[config.mk]
export PLATFORM = sky130hd
export DESIGN_NAME = button_frontend
export DESIGN_NICKNAME = d
export VERILOG_FILES = /design/src/rtl/tetris_pkg.sv /design/src/rtl/button_debounce.sv /design/src/rtl/button_frontend.sv
export SDC_FILE = /design/constraint.sdc
export NUM_CORES = 1
export LEC_CHECK = 0
export BUFFER_PORTS_ARGS = -buffer_cell sky130_fd_sc_hd__buf_2
export CAP_MARGIN = 20
export CORE_MARGIN = 5
export CORE_UTILIZATION = 55
export CTS_BUF_LIST = sky130_fd_sc_hd__clkbuf_16
export CTS_CLUSTER_DIAMETER = 60
export DETAILED_ROUTE_END_ITERATION = 6
export GPL_ROUTABILITY_DRIVEN = 0
export PLACE_DENSITY = 0.71
export SLEW_MARGIN = 20
export SYNTH_ARGS = -nofsm -noshare
export SYNTH_HDL_FRONTEND = slang
export SYNTH_SLANG_ARGS = --single-unit
[constraint.sdc]
create_clock -name clk_i -period 2.5 [get_ports clk_i]
set_input_delay 0.5 -clock clk_i [delete_from_list [all_inputs] [get_ports clk_i]]
set_output_delay 0.5 -clock clk_i [all_outputs]
set_load 0.005 [all_outputs]
[src/rtl/tetris_pkg.sv]
// Shared Tetris definitions: button channel indices, auto-repeat state encoding
// and counter sizing helper.
package tetris;

  localparam int btn_left_c   = 0;
  localparam int btn_right_c  = 1;
  localparam int btn_rotate_c = 2;
  localparam int btn_start_c  = 3;

  typedef enum logic [1:0] {e_rep_idle, e_rep_delay, e_rep_repeat} repeat_state_e;

  // Width able to hold 0..max_count; never narrower than one bit.
  function automatic int cnt_width(input int max_count);
    return (max_count < 1) ? 1 : $clog2(max_count + 1);
  endfunction

endpackage

[src/rtl/button_debounce.sv]
// One button channel: optional inversion, 2-flop synchroniser, stable-count
// debounce and single-cycle press/release pulses aligned with the level change.
module button_debounce
  import tetris::*;
#(
  parameter int   debounce_cycles_p = 250000,
  parameter logic invert_p          = 1'b0
) (
  input  logic clk_i,
  input  logic reset_ni,
  input  logic btn_i,
  output logic level_o,
  output logic press_o,
  output logic release_o
);

  localparam int               cw_lp      = cnt_width(debounce_cycles_p - 1);
  localparam logic [cw_lp-1:0] cnt_max_lp = cw_lp'(debounce_cycles_p - 1);

  logic             sync1_q, sync1_d, sync2_q, sync2_d;
  logic             stable_q, stable_d;
  logic             press_q, press_d, release_q, release_d;
  logic [cw_lp-1:0] cnt_q, cnt_d;

  always_comb begin
    sync1_d   = btn_i ^ invert_p;
    sync2_d   = sync1_q;
    stable_d  = stable_q;
    cnt_d     = '0;
    press_d   = 1'b0;
    release_d = 1'b0;
    // Any sample equal to the stable level drops cnt back to 0.
    if (sync2_q != stable_q) begin
      if (cnt_q == cnt_max_lp) begin
        stable_d  = sync2_q;
        press_d   = sync2_q;
        release_d = ~sync2_q;
      end else begin
        cnt_d = cnt_q + 1'b1;
      end
    end
  end

  always_ff @(posedge clk_i or negedge reset_ni) begin
    if (!reset_ni) begin
      sync1_q   <= 1'b0;
      sync2_q   <= 1'b0;
      stable_q  <= 1'b0;
      press_q   <= 1'b0;
      release_q <= 1'b0;
      cnt_q     <= '0;
    end else begin
      sync1_q   <= sync1_d;
      sync2_q   <= sync2_d;
      stable_q  <= stable_d;
      press_q   <= press_d;
      release_q <= release_d;
      cnt_q     <= cnt_d;
    end
  end

  assign level_o   = stable_q;
  assign press_o   = press_q;
  assign release_o = release_q;

endmodule

[src/rtl/button_frontend.sv]
// N-channel debounced button front end with optional delayed-auto-shift fire
// stream, built only when BUTTON_FRONTEND_AUTOREPEAT_EN is defined.
module button_frontend
  import tetris::*;
#(
  parameter int                    channels_p             = 4,
  parameter logic [channels_p-1:0] invert_p               = '0,
  parameter int                    debounce_cycles_p      = 250000,
  parameter int                    repeat_delay_cycles_p  = 8000000,
  parameter int                    repeat_period_cycles_p = 2500000
) (
  input  logic                  clk_i,
  input  logic                  reset_ni,
  input  logic [channels_p-1:0] btn_i,
  input  logic [channels_p-1:0] repeat_en_i,
  output logic [channels_p-1:0] level_o,
  output logic [channels_p-1:0] press_o,
  output logic [channels_p-1:0] release_o,
  output logic [channels_p-1:0] fire_o
);

  logic [channels_p-1:0] level, press;

  for (genvar i = 0; i < channels_p; i++) begin : g_ch
    button_debounce #(
      .debounce_cycles_p(debounce_cycles_p),
      .invert_p         (invert_p[i])
    ) u_deb (
      .clk_i    (clk_i),
      .reset_ni (reset_ni),
      .btn_i    (btn_i[i]),
      .level_o  (level[i]),
      .press_o  (press[i]),
      .release_o(release_o[i])
    );
  end

  assign level_o = level;
  assign press_o = press;

`ifdef BUTTON_FRONTEND_AUTOREPEAT_EN
  localparam int rmax_lp = ((repeat_delay_cycles_p > repeat_period_cycles_p) ?
                            repeat_delay_cycles_p : repeat_period_cycles_p) - 1;
  localparam int                rw_lp        = cnt_width(rmax_lp);
  localparam logic [rw_lp-1:0]  delay_max_lp  = rw_lp'(repeat_delay_cycles_p - 1);
  localparam logic [rw_lp-1:0]  period_max_lp = rw_lp'(repeat_period_cycles_p - 1);

  for (genvar i = 0; i < channels_p; i++) begin : g_rep
    repeat_state_e    state_q, state_d;
    logic [rw_lp-1:0] rcnt_q, rcnt_d;
    logic             tick;

    always_comb begin
      state_d = state_q;
      rcnt_d  = rcnt_q;
      tick    = 1'b0;
      case (state_q)
        e_rep_idle: begin
          rcnt_d = '0;
          if (press[i] && repeat_en_i[i]) state_d = e_rep_delay;
        end
        e_rep_delay: begin
          if (rcnt_q == delay_max_lp) begin
            tick    = 1'b1;
            state_d = e_rep_repeat;
            rcnt_d  = '0;
          end else begin
            rcnt_d = rcnt_q + 1'b1;
          end
        end
        e_rep_repeat: begin
          if (rcnt_q == period_max_lp) begin
            tick   = 1'b1;
            rcnt_d = '0;
          end else begin
            rcnt_d = rcnt_q + 1'b1;
          end
        end
        default: state_d = e_rep_idle;
      endcase
      // Release or losing the enable aborts the sequence without a final fire.
      if (state_q != e_rep_idle && (!level[i] || !repeat_en_i[i])) begin
        state_d = e_rep_idle;
        rcnt_d  = '0;
        tick    = 1'b0;
      end
    end

    always_ff @(posedge clk_i or negedge reset_ni) begin
      if (!reset_ni) begin
        state_q <= e_rep_idle;
        rcnt_q  <= '0;
      end else begin
        state_q <= state_d;
        rcnt_q  <= rcnt_d;
      end
    end

    assign fire_o[i] = press[i] | tick;
  end
`else
  logic unused_repeat_en;
  assign unused_repeat_en = ^repeat_en_i;
  assign fire_o           = press;
`endif

endmodule
==> reports/results.txt <==
Post-DP HPWL: 5372 um
Unique cell type count in the Yosys netlist: 36
Critical R2R Capture: g_ch[2].u_deb.level_o
IO Count: 26
Initial antenna violation count: 0
Detailed-route vias per instance: 5.619
Critical Path Start: g_ch[2].u_deb.cnt_q[13]
Post-layout util: 63.47%
RSZ-0062 raised after global routing: no
Grt total ovfl: 0
Initial Util: 56.41%
Peak supply drop: 0.3690 mV
Synthesis-stage register bit count: 92
Seq/Total Area, Yosys: 52.81%
Reg2reg start: g_ch[2].u_deb.cnt_q[13]
Final max-slew violation count: 0
Area growth from synthesis to layout: 12.51%
CORE AREA: 7727 um^2
Setup Crit Path Kind: register to register
Setup violations, final: 0
Peak Freq: 460.4 MHz
Final hold violation count: 0
Global-route wire length before repair: 14280 um
Setup bufs post-CTS: 0
Slew headroom: 68.50%
Startpoint Class: register
Drt wl/cell: 14.59 um
Yosys Warn Count: 0
Placed cell area: 4524 um^2
Fin Setup TNS: 0 ns
Hold/Removal Path Class: input port to register
Mapped Area: 4359 um^2
Layout cell share with drive strength beyond 1: 13.51%
GRT Total Usage: 17.79%
Die width: 99.03 um
# fillers: 602
FF-to-FF setup slack: 0.33 ns
Max-capacitance violation count: 0
Period minus WS final: 2.172 ns
Maximum clock path buffer count: 2
TritonCTS clock tree: done
Hold path startpoint: btn_i[0]
Total number of H-tree levels: 3
Total CTS buffers: 9
Reg2Reg Depth: 4
Synth async-reset ratio: 100.0%
Clk root buf: clkbuf_16
Syn Nets: 435
TritonCTS Sinks: 92
Pwr Density: 672.4 nW/um^2
Post-route cell area: 4905 um^2
Ys flop type: dfrtp_1
Largest net degree at the start of global routing: 44
Row count: 32
Die Y: 99.03 um
Worst Clk Skew: 0.007439 ns
Final wirelength: 7968 um
Diode count: 0
Starting DRC count in detailed routing: 104
Worst Path Max Fanout: 5
Period utilization: 86.88%
Static leakage: 2.037 nW
Status: finished clean
Overall via count from detail_route: 3068
Die area: 9806 um^2
Final net count: 453
EDFF count, synth: 0
PostCTS Resize Cnt: 0
Drt drc: 0
Slew @ Worst Pin: 0.4725 ns
WP data required: 2.72 ns
Avg Synthesized Cell Area: 10.35 um^2
Vias in the first global route: 3155
CTS clock-pin slew for the worst setup and hold paths: 0.07 ns
Number of buffers added on ports: 21
Post-route ant nets: 0
Post-Synthesis Cells: 421
Worst path arrival time: 2.39 ns
First-pass iteration count of the detailed router: 4
Worst setup path end: g_ch[2].u_deb.level_o
Crit. End Element: register
Clk_lat worst skew: 0.33 ns
power by group:
group	switching (mW)	internal, mW
clock	0.579	1.09
combinational	0.0616	0.0360
sequential	0.0239	1.51
total	0.665	2.63
synthesized netlist by cell type (all sizes together), types with 9 or more instances:
cell type | instances | area (um^2)
a21oi | 9 | 45.04
buf | 19 | 140.1
dfrtp | 92 | 2302
inv | 9 | 33.78
nand2 | 20 | 75.07
nand3 | 22 | 110.1
nand4 | 23 | 143.9
nor2 | 69 | 259.0
nor4 | 17 | 106.4
or4 | 13 | 105.1
xnor2 | 40 | 350.3
xor2 | 19 | 166.4
per-stage QoR:
step	cells	setup WS [ns]	hold WS [ns]	total power, mW
global route	546	0.2745	0.2596	3.418
global placement	529	0.3663	0.3325	1.657
detailed placement	529	0.3465	0.3385	1.659
CTS	546	0.3231	0.2599	3.331
finish	546	0.3281	0.2684	3.298
floorplan	421	0.4056	0.2044	1.597
cell usage in the layout (no fill, tap or decap), types with 5 or more instances in the layout:
cell type and n:
inv_1 9, nand3_1 22, xnor2_1 40, xor2_1 19
a21oi_1 9, nor4_1 17, buf_2 20, clkbuf_16 9
buf_4 7, o21ai_0 5, or4_1 11, nor3b_1 8
dfrtp_1 92, or3_1 6, nand4_1 23, nand2_1 20
nor3_1 8, and4_1 5, nor2_1 69
worst max-delay path, cell delays in order (launching register included):
cell     delay (ns)
dfrtp_1        0.43
or4b_1         0.54
or4_4          0.54
or2_4          0.27
mux2_4         0.29
final cells by class:
| type | count | area, um^2 | area share (%) |
|---|---|---|---|
| multi-input combinational | 297 | 1868 | 38.09 |
| clock inverter | 7 | 145.1 | 2.959 |
| timing repair buffer | 30 | 202.7 | 4.133 |
| sequential | 92 | 2302 | 46.94 |
| inverter | 9 | 33.78 | 0.6888 |
| clock buffer | 9 | 225.2 | 4.592 |
| tap | 102 | 127.6 | 2.602 |
per-layer routing:
metal | GRT usage [%] | up-vias | part of all wire, %
met4 | 5.777 | 0 | 1.1
met1 | 24.76 | 1508 | 47
met5 | 0 | - | 0
met3 | 3.892 | 7 | 3.1
met2 | 27.89 | 49 | 49
li1 | - | 1504 | -
flip-flops by register name (all words and copies together), names as in the netlist:
signal                flops
g_ch.u_deb.sync1_q        4
g_ch.u_deb.cnt_q         72
g_ch.u_deb.sync2_q        4
g_ch.u_deb.release_o      4
g_ch.u_deb.level_o        4
g_ch.u_deb.press_o        4
what timing repair did:
| action | CTS | global route |
|---|---|---|
| hold buffers | 1 | 0 |
| endpoints found under the setup margin | 0 | 0 |
| hold endpoints to repair | 10 | 0 |
worst min path at each step:
stage | endpoint | slack, ns | cells after the start
2_1_floorplan | g_ch[0].u_deb.cnt_q[0] | 0.20 | 0
3_3_place_gp | g_ch[2].u_deb.sync2_q | 0.33 | 0
3_5_place_dp | g_ch[2].u_deb.sync2_q | 0.34 | 0
4_1_cts | g_ch[0].u_deb.sync1_q | 0.26 | 1
5_1_grt | g_ch[2].u_deb.sync1_q | 0.26 | 1
6_report | g_ch[0].u_deb.sync1_q | 0.27 | 1
cell families after synthesis:
kind of cell             Yosys count  share of synthesized area [%]
XOR/XNOR                          59                          11.85
adder cells (fa/ha/maj)            4                          1.148
buffers and inverters             32                          4.334
AO/OA/AOI/OAI                     22                          3.186
multiplexers                       4                          1.206
flip-flops                        92                          52.81
AND/OR/NAND/NOR                  208                          25.46
(Power assumes the default switching activity.)
